`src/rtl/v_ew_seq.sv`:
```
`default_nettype none
// ============================================================================
// Module   : v_ew_seq
// Purpose  : Element-wise vector sequencer; lane i reads/writes element
//            step*lanes_p+i of banked A/B sources and a destination.
// Revision : 1.0 - initial release
// ============================================================================
module v_ew_seq #(
    parameter int vlen_p  = 8,
    parameter int vdw_p   = 32,
    parameter int lanes_p = 4,
    localparam int addr_width_lp = (vlen_p > 1) ? $clog2(vlen_p) : 1,
    localparam int steps_lp      = vlen_p / lanes_p
) (
    input  logic                                     clk_i,
    input  logic                                     reset_i,
    input  logic                                     start_i,
    output logic                                     ready_o,
    input  logic [1:0]                               op_i,
    input  logic [addr_width_lp:0]                   vl_i,
    output logic [lanes_p-1:0][addr_width_lp-1:0]    r_addr_o,
    input  logic [lanes_p-1:0][vdw_p-1:0]            a_data_i,
    input  logic [lanes_p-1:0][vdw_p-1:0]            b_data_i,
    output logic [lanes_p-1:0][addr_width_lp-1:0]    w_addr_o,
    output logic [lanes_p-1:0][vdw_p-1:0]            w_data_o,
    output logic [lanes_p-1:0]                       w_en_o,
    output logic                                     done_o
);

    localparam int ELEM_W = addr_width_lp + 1;
    localparam int STEP_W = (steps_lp > 1) ? $clog2(steps_lp) : 1;
    localparam logic [STEP_W-1:0] c_last_step = STEP_W'(steps_lp - 1);
    localparam logic [ELEM_W-1:0] c_vlen      = ELEM_W'(vlen_p);
    localparam logic [ELEM_W-1:0] c_lanes     = ELEM_W'(lanes_p);

    typedef enum logic [1:0] {
        ST_IDLE  = 2'd0,
        ST_RUN   = 2'd1,
        ST_DRAIN = 2'd2
    } state_t;

    state_t                                  state_q;
    logic [STEP_W-1:0]                       step_q;
    logic [1:0]                              op_q;
    logic [ELEM_W-1:0]                       vl_q;
    logic [lanes_p-1:0][addr_width_lp-1:0]   w_addr_q;
    logic [lanes_p-1:0][vdw_p-1:0]           w_data_q;
    logic [lanes_p-1:0]                      w_en_q;
    logic                                    done_q;

    logic [lanes_p-1:0][ELEM_W-1:0]          w_elem;
    logic [lanes_p-1:0][vdw_p-1:0]           w_data_d;
    logic [ELEM_W-1:0]                       w_vl_clamped;

    // Element index is kept one bit wider so the vl compare covers vl == vlen_p.
    generate
        for (genvar i = 0; i < lanes_p; i++) begin : g_lane
            assign w_elem[i]   = ELEM_W'(step_q) * c_lanes + ELEM_W'(i);
            assign r_addr_o[i] = w_elem[i][addr_width_lp-1:0];

            always_comb begin
                w_data_d[i] = '0;
                case (op_q)
                    2'b00:   w_data_d[i] = a_data_i[i] + b_data_i[i];
                    2'b01:   w_data_d[i] = a_data_i[i] - b_data_i[i];
                    2'b10:   w_data_d[i] = a_data_i[i] & b_data_i[i];
                    default: w_data_d[i] = a_data_i[i] ^ b_data_i[i];
                endcase
            end
        end
    endgenerate

    assign w_vl_clamped = (vl_i > c_vlen) ? c_vlen : vl_i;

    always_ff @(posedge clk_i) begin
        if (reset_i) begin
            state_q  <= ST_IDLE;
            step_q   <= '0;
            op_q     <= '0;
            vl_q     <= '0;
            w_addr_q <= '0;
            w_data_q <= '0;
            w_en_q   <= '0;
            done_q   <= 1'b0;
        end else begin
            w_en_q <= '0;
            done_q <= 1'b0;
            case (state_q)
                ST_IDLE: begin
                    if (start_i) begin
                        op_q    <= op_i;
                        vl_q    <= w_vl_clamped;
                        step_q  <= '0;
                        state_q <= ST_RUN;
                    end
                end
                ST_RUN: begin
                    for (int i = 0; i < lanes_p; i++) begin
                        w_addr_q[i] <= r_addr_o[i];
                        w_data_q[i] <= w_data_d[i];
                        w_en_q[i]   <= (w_elem[i] < vl_q);
                    end
                    // done is registered here so it lines up with the final write.
                    if (step_q == c_last_step) begin
                        step_q  <= '0;
                        done_q  <= 1'b1;
                        state_q <= ST_DRAIN;
                    end else begin
                        step_q <= step_q + 1'b1;
                    end
                end
                ST_DRAIN: state_q <= ST_IDLE;
                default:  state_q <= ST_IDLE;
            endcase
        end
    end

    assign ready_o  = (state_q == ST_IDLE);
    assign w_addr_o = w_addr_q;
    assign w_data_o = w_data_q;
    assign w_en_o   = w_en_q;
    assign done_o   = done_q;

endmodule
`default_nettype wire

```
`config.mk`:
```
export PLATFORM = sky130hd
export DESIGN_NAME = v_ew_seq
export DESIGN_NICKNAME = d
export VERILOG_FILES = /design/src/rtl/v_ew_seq.sv
export SDC_FILE = /design/constraint.sdc
export NUM_CORES = 1
export LEC_CHECK = 0
export ABC_CLOCK_PERIOD_IN_PS = 6560
export BUFFER_PORTS_ARGS = -buffer_cell sky130_fd_sc_hd__clkbuf_2
export CAP_MARGIN = 10
export CORE_MARGIN = 1
export CORE_UTILIZATION = 56
export CTS_CLUSTER_DIAMETER = 30
export DETAILED_ROUTE_END_ITERATION = 10
export PLACE_DENSITY = 0.83
export SYNTH_ARGS = -nofsm -noshare
export SYNTH_HDL_FRONTEND = slang
export SYNTH_SLANG_ARGS = --single-unit
```
`constraint.sdc`:
```
create_clock -name clk_i -period 6.56 [get_ports clk_i]
set_input_delay 0.328 -clock clk_i [delete_from_list [all_inputs] [get_ports clk_i]]
set_output_delay 0.328 -clock clk_i [all_outputs]
set_load 0.03 [all_outputs]
```
==> reports/summary.txt <==
DR WL/cell -> 19.51 um
share of total power in sequential cells -> 24.5%
crit path capture type -> register
CTS Buffer Depth -> 2
crit path kind -> reg -> reg
synth unique cells -> 74
via/cell ratio -> 6.244
PnR worst setup slack -> 1249 ps
I/O Buffers -> 410
Total GRT Usage -> 35.83%
Remaining DRCs -> 0
CTS tree -> built
CTS H-tree lvls -> 4
run status -> finished, final reports clean
crit-path max FO -> 60
Clock Pin Slew Worst Setup and Hold Paths -> 80 ps
placer congestion estimate -> 0.9902
worst reg2reg startpoint -> op_q[1]
slew margin rel. -> 17.98%
Peak Freq -> 0.1883 GHz
Die W -> 178.6 um
critical path launch point -> op_q[1]
Clock Skew -> 13.91 ps
Int Pwr -> 2.443 mW
DP HPWL -> 43,930 um
Num CTS Buffers -> 17
Finish-stage setup viols -> 0
setup TNS -> 0 ps
Slew @ Worst Pin -> 1227 ps
initial antenna violation count -> 4
reg2reg path depth -> 16
minimum clock period -> 5311 ps
flop and latch count out of synthesis -> 144
dpl ws -> 1409 ps
CP required -> 6830 ps
Combinational Power Share -> 50.1%
row cnt -> 64
syn_area_per_cell -> 7.733 um2
startpoint type of the worst setup path -> register
max cap viols -> 0
Skew-Pair Late Insertion Delay -> 440 ps
Die ar. -> 31,900 um2
Die Span Y -> 178.6 um
Routed Antenna Nets -> 0
pin count of the biggest net entering global routing -> 112
via count -> 18,680
endpoints failing hold -> 0
Post-CTS Hold Fix Bufs -> 0
Netlist Area Pre-Place -> 17,470 um2
vias in the first global route -> 17,880
first-pass GRT wire length -> 90,680 um
setup repair after global routing missed its margin -> no
clock network power share -> 25.3%
Final Max Tran Viols -> 0
Hold Crit Class -> in -> reg
cell area power density -> 210.2 nW/um2
Final Cycle Share -> 80.96%
sw frac -> 42.60%
Async SR Flop Fraction -> 0%
Initial Utilization -> 56.96%
end of the critical path -> w_data_o[60]
top_reg_cell synth -> dfxtp_1
drt first pass iters -> 6
fin nets -> 3,107
Post-CTS Setup Inserts -> 0
commonest non-fill, non-tap cell in the layout -> clkbuf_2
RR Endpoint -> w_data_o[60]
VDD IR max -> 0.1955 mV
clock sink count -> 144
post-CTS sizing -> 0
Syn-to-layout area delta -> 15.93%
r2r setup slk -> 1250 ps
leakage power -> 9.414 nW
num ports -> 423
Post-Route WL -> 58,370 um
count of warnings emitted by yosys -> 0
Synth Instances -> 2,259
proportion of layout cells with a drive suffix above 1 -> 19.48%
Seq/Total Area, Yosys -> 16.50%
Core Footprint -> 30,670 um2
number of synthesized flops with an enable pin -> 0
clk root buf -> clkbuf_16
Crit path arrival time -> 5580 ps
sw power -> 1.813 mW
most frequent cells in the layout -> 409 x clkbuf_2, 258 x ha_1, 222 x a21oi_1, 210 x nor2_1, 191 x nand2_1
DR iter-0 viols -> 1,364
grt total ovfl -> 0
registers in the layout, indices dropped and copies added (netlist names):
name,flops
w_en_o,4
w_data_o,128
step_q,1
vl_q,4
done_o,1
op_q,2
state_q,2
w_addr_o,2
how the worst min path moves through the flow:
| stage | from | to | slack, ps | cells past startpoint |
|---|---|---|---|---|
| finish | op_i[1] | op_q[1] | 130 | 3 |
| global route | op_i[1] | op_q[1] | 140 | 3 |
| CTS | op_i[1] | op_q[1] | 130 | 3 |
| detailed placement | w_data_o[58] | w_data_o[58] | 440 | 2 |
| global placement | w_data_o[12] | w_data_o[12] | 430 | 2 |
| floorplan | start_i | step_q | 440 | 1 |
area by class of cell:
| type | count | area [um2] |
|---|---|---|
| multi-input combinational | 1943 | 13890 |
| clock inverter | 13 | 186.4 |
| antenna | 4 | 10.01 |
| sequential | 144 | 2890 |
| fill | 2720 | 10420 |
| clock buffer | 18 | 429.2 |
| tap | 396 | 495.5 |
| inverter | 53 | 198.9 |
| timing repair buffer | 421 | 2150 |
metrics by stage:
step / utilization [%] / instances / hold slack (ps) / area [um2] / power (mW)
after floorplan: - / 2269 / 439.2 / 17510 / 2.568
after global placement: 63.99 / 2957 / 429.9 / 19630 / 3.089
after detailed placement: 63.99 / 2957 / 439.0 / 19630 / 3.145
after CTS: 66.00 / 2988 / 125.5 / 20240 / 4.226
after global routing: 66.00 / 2989 / 137.4 / 20240 / 4.506
final: 66.03 / 2992 / 135.0 / 20250 / 4.257
per-layer routing:
| layer | GRT usage (%) | routed length (um) |
|---|---|---|
| met1 | 44.00 | 23970 |
| met2 | 59.29 | 26590 |
| met4 | 20.13 | 2818 |
| met5 | 0 | 23 |
| met3 | 5.733 | 4960 |
cell families after synthesis:
family	Yosys count	share of synthesized area, %
AO/OA/AOI/OAI	668	24.17
AND/OR/NAND/NOR	646	17.05
adder cells (fa/ha/maj)	262	18.94
XOR/XNOR	226	11.33
buffers and inverters	182	4.391
flip-flops	144	16.50
multiplexers	129	7.571
other	2	0.04299
worst max-delay path: stages, from the launching register on:
cell and delay, ps:
dfxtp_4 840, inv_2 80, nand2_2 730, buf_4 440, nand2_1 100, xor2_1 150, ha_1 380, a21oi_1 230
nor2_1 60, a211oi_1 370, a31oi_1 220, o211ai_1 310, o21ai_0 300, a221o_1 400, a21oi_1 200, xor2_1 160
o221ai_1 130
synth_stat cells, types with 5 or more instances:
cell | count | area [um2]
o21bai_1 | 13 | 97.59
o211ai_1 | 30 | 225.2
nand2b_1 | 30 | 187.7
or2_2 | 7 | 43.79
a311oi_1 | 6 | 52.55
inv_1 | 53 | 198.9
and2_1 | 12 | 75.07
and3_1 | 18 | 112.6
clkbuf_1 | 88 | 330.3
nand2_1 | 192 | 720.7
o21ai_0 | 123 | 615.6
a21o_1 | 70 | 525.5
o41ai_1 | 7 | 61.31
mux2i_1 | 104 | 1041
a21oi_1 | 222 | 1111
a221oi_1 | 6 | 52.55
xnor2_1 | 125 | 1095
o31ai_1 | 21 | 157.7
mux2_2 | 25 | 281.5
ha_1 | 258 | 3228
o22ai_1 | 11 | 68.82
nor2_1 | 212 | 795.8
nor4_1 | 13 | 81.33
o221ai_1 | 16 | 140.1
buf_1 | 18 | 67.56
nand4_1 | 14 | 87.58
a211oi_1 | 55 | 412.9
buf_4 | 22 | 165.2
nand3_1 | 24 | 120.1
o21ai_1 | 6 | 30.03
or3_1 | 18 | 112.6
nor3_1 | 62 | 310.3
nand3b_1 | 6 | 45.04
nor2b_1 | 17 | 106.4
o31a_1 | 6 | 52.55
xor2_1 | 101 | 884.6
dfxtp_1 | 144 | 2883
a211o_1 | 5 | 43.79
o21a_1 | 19 | 142.6
a31oi_1 | 16 | 100.1
power groups by stage:
| stage | clock [mW] | combinational [mW] | sequential, mW |
|---|---|---|---|
| 5_1_grt | 1.11 | 2.34 | 1.05 |
| 4_1_cts | 1.08 | 2.10 | 1.04 |
| 3_3_place_gp | 0 | 2.03 | 1.06 |
| 6_report | 1.08 | 2.13 | 1.04 |
| 3_5_place_dp | 0 | 2.08 | 1.06 |
| 2_1_floorplan | 0 | 1.34 | 1.22 |
(Power assumes the default switching activity.)
